<file path="config.mk">
export PLATFORM = sky130hd
export DESIGN_NAME = mult_share_sched
export DESIGN_NICKNAME = d
export VERILOG_FILES = /design/src/rtl/mult_share_pkg.sv /design/src/rtl/mult_share_rr_arb.sv /design/src/rtl/mult_share_sched.sv
export SDC_FILE = /design/constraint.sdc
export NUM_CORES = 1
export LEC_CHECK = 0
export BUFFER_PORTS_ARGS = -buffer_cell sky130_fd_sc_hd__buf_2
export CAP_MARGIN = 25
export CELL_PAD_IN_SITES_DETAIL_PLACEMENT = 0
export CELL_PAD_IN_SITES_GLOBAL_PLACEMENT = 1
export CORE_MARGIN = 1
export CORE_UTILIZATION = 42
export CTS_CLUSTER_DIAMETER = 60
export DETAILED_ROUTE_END_ITERATION = 10
export PLACE_DENSITY = 0.93
export SLEW_MARGIN = 20
export SYNTH_ARGS = -nofsm -noshare
export SYNTH_HDL_FRONTEND = slang
export SYNTH_SLANG_ARGS = --single-unit
</file>
<file path="constraint.sdc">
create_clock -name clk -period 10.8 [get_ports clk]
set_input_delay 0.54 -clock clk [delete_from_list [all_inputs] [get_ports clk]]
set_output_delay 0.54 -clock clk [all_outputs]
set_load 0.03 [all_outputs]
</file>
<file path="src/rtl/mult_share_pkg.sv">
// Shared constants and helpers for the time-shared multiplier scheduler.
package mult_share_pkg;

    localparam int MS_WIDTH = 16;
    localparam int MS_NREQ  = 4;
    localparam int MS_LAT   = 2;

    // Index width; never zero so a single-requester build still has a 1-bit id.
    function automatic int ms_id_w(input int nreq);
        return (nreq > 1) ? $clog2(nreq) : 1;
    endfunction

endpackage

</file>
<file path="src/rtl/mult_share_rr_arb.sv">
// Round-robin arbiter: scans from the pointer upward with wrap and grants the
// first valid requester; the pointer moves past the winner on each grant.
module mult_share_rr_arb
    import mult_share_pkg::*;
#(
    parameter  int NREQ = MS_NREQ,
    localparam int ID_W = ms_id_w(NREQ)
) (
    input  logic            clk,
    input  logic            rst_n,
    input  logic [NREQ-1:0] valid,
    input  logic            en,
    output logic [NREQ-1:0] grant,
    output logic [ID_W-1:0] grant_idx
);

    logic [ID_W-1:0] ptr;
    logic [ID_W-1:0] ptr_nxt;
    logic [ID_W:0]   cand;
    logic [ID_W:0]   idx_inc;
    logic            found;

    // NOTE: always_comb uses blocking assignments; every variable it writes is
    // given a default first so no latch is inferred on the no-grant path.
    always_comb begin
        grant     = '0;
        grant_idx = '0;
        found     = 1'b0;
        cand      = '0;
        for (int k = 0; k < NREQ; k++) begin
            cand = {1'b0, ptr} + (ID_W+1)'(k);
            if (cand >= (ID_W+1)'(NREQ)) begin
                cand = cand - (ID_W+1)'(NREQ);
            end
            if (en && !found && valid[cand[ID_W-1:0]]) begin
                found                    = 1'b1;
                grant[cand[ID_W-1:0]]    = 1'b1;
                grant_idx                = cand[ID_W-1:0];
            end
        end
    end

    always_comb begin
        idx_inc = {1'b0, grant_idx} + (ID_W+1)'(1);
        ptr_nxt = (idx_inc >= (ID_W+1)'(NREQ)) ? '0 : idx_inc[ID_W-1:0];
    end

    // NOTE: sequential state uses non-blocking assignments so every flop
    // samples the pre-edge values regardless of block evaluation order.
    always_ff @(posedge clk or negedge rst_n) begin
        if (!rst_n) begin
            ptr <= '0;
        end else if (found) begin
            ptr <= ptr_nxt;
        end
    end

endmodule

</file>
<file path="src/rtl/mult_share_sched.sv">
// Time-shares one truncated WIDTH x WIDTH multiplier among NREQ requesters.
// Define MULT_SHARE_SCHED_OVF_EN to add the rsp_ovf upper-half-nonzero flag.
module mult_share_sched
    import mult_share_pkg::*;
#(
    parameter  int WIDTH = MS_WIDTH,
    parameter  int NREQ  = MS_NREQ,
    parameter  int LAT   = MS_LAT,
    localparam int ID_W  = ms_id_w(NREQ)
) (
    input  logic                  clk,
    input  logic                  rst_n,
    input  logic [NREQ-1:0]       req_valid,
    output logic [NREQ-1:0]       req_ready,
    input  logic [NREQ*WIDTH-1:0] req_a,
    input  logic [NREQ*WIDTH-1:0] req_b,
    output logic                  rsp_valid,
    input  logic                  rsp_ready,
    output logic [ID_W-1:0]       rsp_id,
    output logic [WIDTH-1:0]      rsp_data
`ifdef MULT_SHARE_SCHED_OVF_EN
    ,
    output logic                  rsp_ovf
`endif
);

    logic             stall;
    logic             xfer;
    logic [ID_W-1:0]  sel_idx;
    logic [WIDTH-1:0] a_sel;
    logic [WIDTH-1:0] b_sel;
    logic [WIDTH-1:0] prod;

    logic             s_valid [LAT];
    logic [ID_W-1:0]  s_id    [LAT];
    logic [WIDTH-1:0] s_data  [LAT];

    // The whole pipeline freezes on backpressure; no bubble collapsing.
    assign stall = rsp_valid && !rsp_ready;

    mult_share_rr_arb #(
        .NREQ (NREQ)
    ) u_arb (
        .clk       (clk),
        .rst_n     (rst_n),
        .valid     (req_valid),
        .en        (!stall),
        .grant     (req_ready),
        .grant_idx (sel_idx)
    );

    assign xfer  = |req_ready;
    assign a_sel = req_a[sel_idx*WIDTH +: WIDTH];
    assign b_sel = req_b[sel_idx*WIDTH +: WIDTH];

`ifdef MULT_SHARE_SCHED_OVF_EN
    logic [2*WIDTH-1:0] full;
    logic               hi_nz;
    logic               s_ovf [LAT];

    assign full  = (2*WIDTH)'(a_sel) * (2*WIDTH)'(b_sel);
    assign prod  = full[WIDTH-1:0];
    assign hi_nz = |full[2*WIDTH-1:WIDTH];

    always_ff @(posedge clk or negedge rst_n) begin
        if (!rst_n) begin
            for (int i = 0; i < LAT; i++) begin
                s_ovf[i] <= 1'b0;
            end
        end else if (!stall) begin
            s_ovf[0] <= hi_nz;
            for (int i = 1; i < LAT; i++) begin
                s_ovf[i] <= s_ovf[i-1];
            end
        end
    end

    assign rsp_ovf = s_ovf[LAT-1];
`else
    assign prod = a_sel * b_sel;
`endif

    // NOTE: id/data stages are reset along with the valids so an empty stage
    // never presents X on the response bus.
    always_ff @(posedge clk or negedge rst_n) begin
        if (!rst_n) begin
            for (int i = 0; i < LAT; i++) begin
                s_valid[i] <= 1'b0;
                s_id[i]    <= '0;
                s_data[i]  <= '0;
            end
        end else if (!stall) begin
            s_valid[0] <= xfer;
            s_id[0]    <= sel_idx;
            s_data[0]  <= prod;
            for (int i = 1; i < LAT; i++) begin
                s_valid[i] <= s_valid[i-1];
                s_id[i]    <= s_id[i-1];
                s_data[i]  <= s_data[i-1];
            end
        end
    end

    assign rsp_valid = s_valid[LAT-1];
    assign rsp_id    = s_id[LAT-1];
    assign rsp_data  = s_data[LAT-1];

endmodule

</file>
==> impl_results.md <==
- Status: finished, final reports clean
- Minimum clock period: roughly 9.1 ns
- Die width: around 140 um
- Num rows: 48
- Remaining global-route overflow: 0
- Syn Inst Count: 911
- Clk_skew: between 0.004 and 0.005 ns
- Post-route cell area: between 8000 and 9000 um^2
- WP data required: 11.00 ns
- Most common cell after layout, fill and taps aside: buf_2
- YS warnings: 0
- Max Cap Violations: 0
- Die ar.: 18,300 um^2
- Die Span Y: roughly 140 um
- Vias: between 6,000 and 7,000
- First-pass GRT wire length: between 30,000 and 40,000 um
- Root buf cell: clkbuf_16
- Worst-Margin Slew: 0.989 ns
- Final HPWL DP: about 16,000 um
- Antenna-violating nets left: 0
- Grt met1 use: a little under a third
- Post-Syn Area per Cell: between 8 and 9 um^2
- Routability cong.: approximately 0.94
- CP top delay family: adder cells
- Pin count of the biggest net entering global routing: 64
- First DRT Iteration DRCs: about 390
- Drt wl/cell: ~16 um
- Buf/Inv on CP: 7
- Ys async rst share: 100%
- Yosys reg bits: 40
- Total CTS buffers: 5
- Postcts setup bufs: 0
- Sequential share of the synthesized area: between 10% and 20%
- Nets: 1,277
- Most frequent cells in the layout: buf_2 (157), nand2_1 (128), inv_1 (118)
- Predominant post-synthesis flop cell: dfrtp_1
- Maximum root-to-sink buffer count: 2
- Largest stage delay, worst path: approximately 0.69 ns
- Port-buffer cells: around 160
- Hold Crit Class: input pin to asynchronous set/reset pin
- Core region area: about 17,000 um^2
- Syn nets: about 1,200
- P&R area growth vs syn: 12.1%
- Total wire length: around 20,000 um
- CP Capture Type: flip-flop
- Fillers: around 1,700
- Total global-route track usage: between 20% and 30%
- Hold_buf cts: 0
- Number of gates resized after cts: 0
- Post-synth EDFFs: 0
- CTS tree: yes
- Worst Path Arrival: roughly 9.3 ns
- Global route hottest layer: met2
- Fin. max-slew vios: 0
- Worst-skew pair later-pin latency: 0.28 ns
- Top-Level Pins: 158
- Final period util: a little over four fifths
- Diode count: 0
- H-tree levels: 2
- Fin util: between 40% and 50%
- Final Hold Viols: 0
- Synthesized area: around 7500 um^2
- Met2 usage: roughly two fifths
- CP Class: flip-flop to flip-flop
- CP max-delay cell: o221ai_1
- Number of remaining DRC errors: 0
- Final setup violation count: 0
- 1st-pass router iterations: 5
- Yosys cell types: between 70 and 80
- Number of vias per cell: between 5 and 6
- Routing usage on met3: ~2.8%
- Setup crit start kind: flip-flop
- Worst relative slew slack: 34.0%
- RSZ-0062 raised after global routing: no
- Clock sink count: 40
- Placed Area: 8190 um^2
- Setup tns final: 0 ns
- Antenna violations before repair: 0
- CP Max Fanout: 28
- Fmax: 0.110 GHz
- Vias in the first global route: 6,907
- Initial core utilization: between 40 and 50%
- Layout cells sized above 1: between 20 and 30%
- Reg clk slew, reported paths: about 0.06 ns
[area by class of cell]
class | count | area [um^2] | share of cell area [%]
tap | 225 | 282 | 3.37
multi-input combinational | 677 | 5600 | 67.0
clock inverter | 3 | 42.5 | 0.509
inverter | 118 | 443 | 5.30
timing repair buffer | 167 | 861 | 10.3
sequential | 40 | 1000 | 12.0
clock buffer | 5 | 125 | 1.50
[worst reg2reg max path, delay by kind of cell, from the launching register on]
| kind | cells | cell delay (ns) |
|---|---|---|
| adders and majority gates | 7 | 3.52 |
| xor gates and xnor gates | 8 | 1.48 |
| AOI/OAI and AO/OA | 3 | 1.43 |
| buffers and inverters | 7 | 1.15 |
| and+or+nand+nor | 3 | 0.75 |
| muxes | 1 | 0.37 |
| DFF | 1 | 0.32 |
[per-layer routing]
metal | vias to the layer above | routed length, um
li1 | 3178 | -
met1 | 3241 | 8720
met2 | 227 | 9960
met3 | 35 | 1250
met4 | 0 | 348
met5 | - | 0
[per-stage QoR]
stage,setup WS [ns],instances,hold slack (ns)
finish,1.69,1235,0.378
global route,1.11,1235,0.452
CTS,1.68,1235,0.413
detailed placement,1.71,1227,0.450
global placement,1.89,1227,0.444
floorplan,2.37,911,0.244
[synthesized netlist by cell type (all sizes together), types with 6 or more instances]
cell,n,area [um^2]
o2111a,6,67.6
o21ai,19,106
nand3,17,85.1
clkbuf,31,120
dfrtp,40,1000
nor3,6,35.0
o2111ai,9,78.8
and3,22,138
fa,80,1600
a21oi,27,135
inv,118,443
a31o,15,131
or2,38,238
nand2,129,487
nand2b,14,87.6
a211oi,24,193
buf,45,297
nor2,96,363
or3,6,42.5
xnor2,28,245
ha,53,663
[cell families after synthesis]
logic type      synth area share [%]
compound gates                  15.4
xor+xnor                        4.99
fa+ha+maj                       30.4
buf+inv                         11.5
flops                           13.4
mux                             2.20
simple gates                    22.1
[state kept, by name, summed over array words and instances (netlist names)]
| signal | count |
|---|---|
| rsp_valid | 1 |
| u_arb.ptr | 2 |
| s_id | 2 |
| rsp_data | 16 |
| rsp_id | 2 |
| s_data | 16 |
| s_valid | 1 |
[worst paths after layout]
| kind | cells after the start | end | from | slack (ns) |
|---|---|---|---|---|
| setup reg to reg | 29 | s_data[31] | u_arb.ptr[0] | 1.69 |
| min in group clk | 2 | rsp_data[10] | rsp_data[10] | 0.46 |
| hold reg to reg | 2 | rsp_data[10] | rsp_data[10] | 0.46 |
| hold / removal | 1 | rsp_data[1] | rst_n | 0.38 |
| setup / recovery | 29 | s_data[31] | u_arb.ptr[0] | 1.69 |
| max in group asynchronous | 1 | s_data[22] | rst_n | 9.88 |
Power is left out: the tool's default activity adds up to more than one toggle a clock period on the data nets, which glitch-free logic cannot reach.
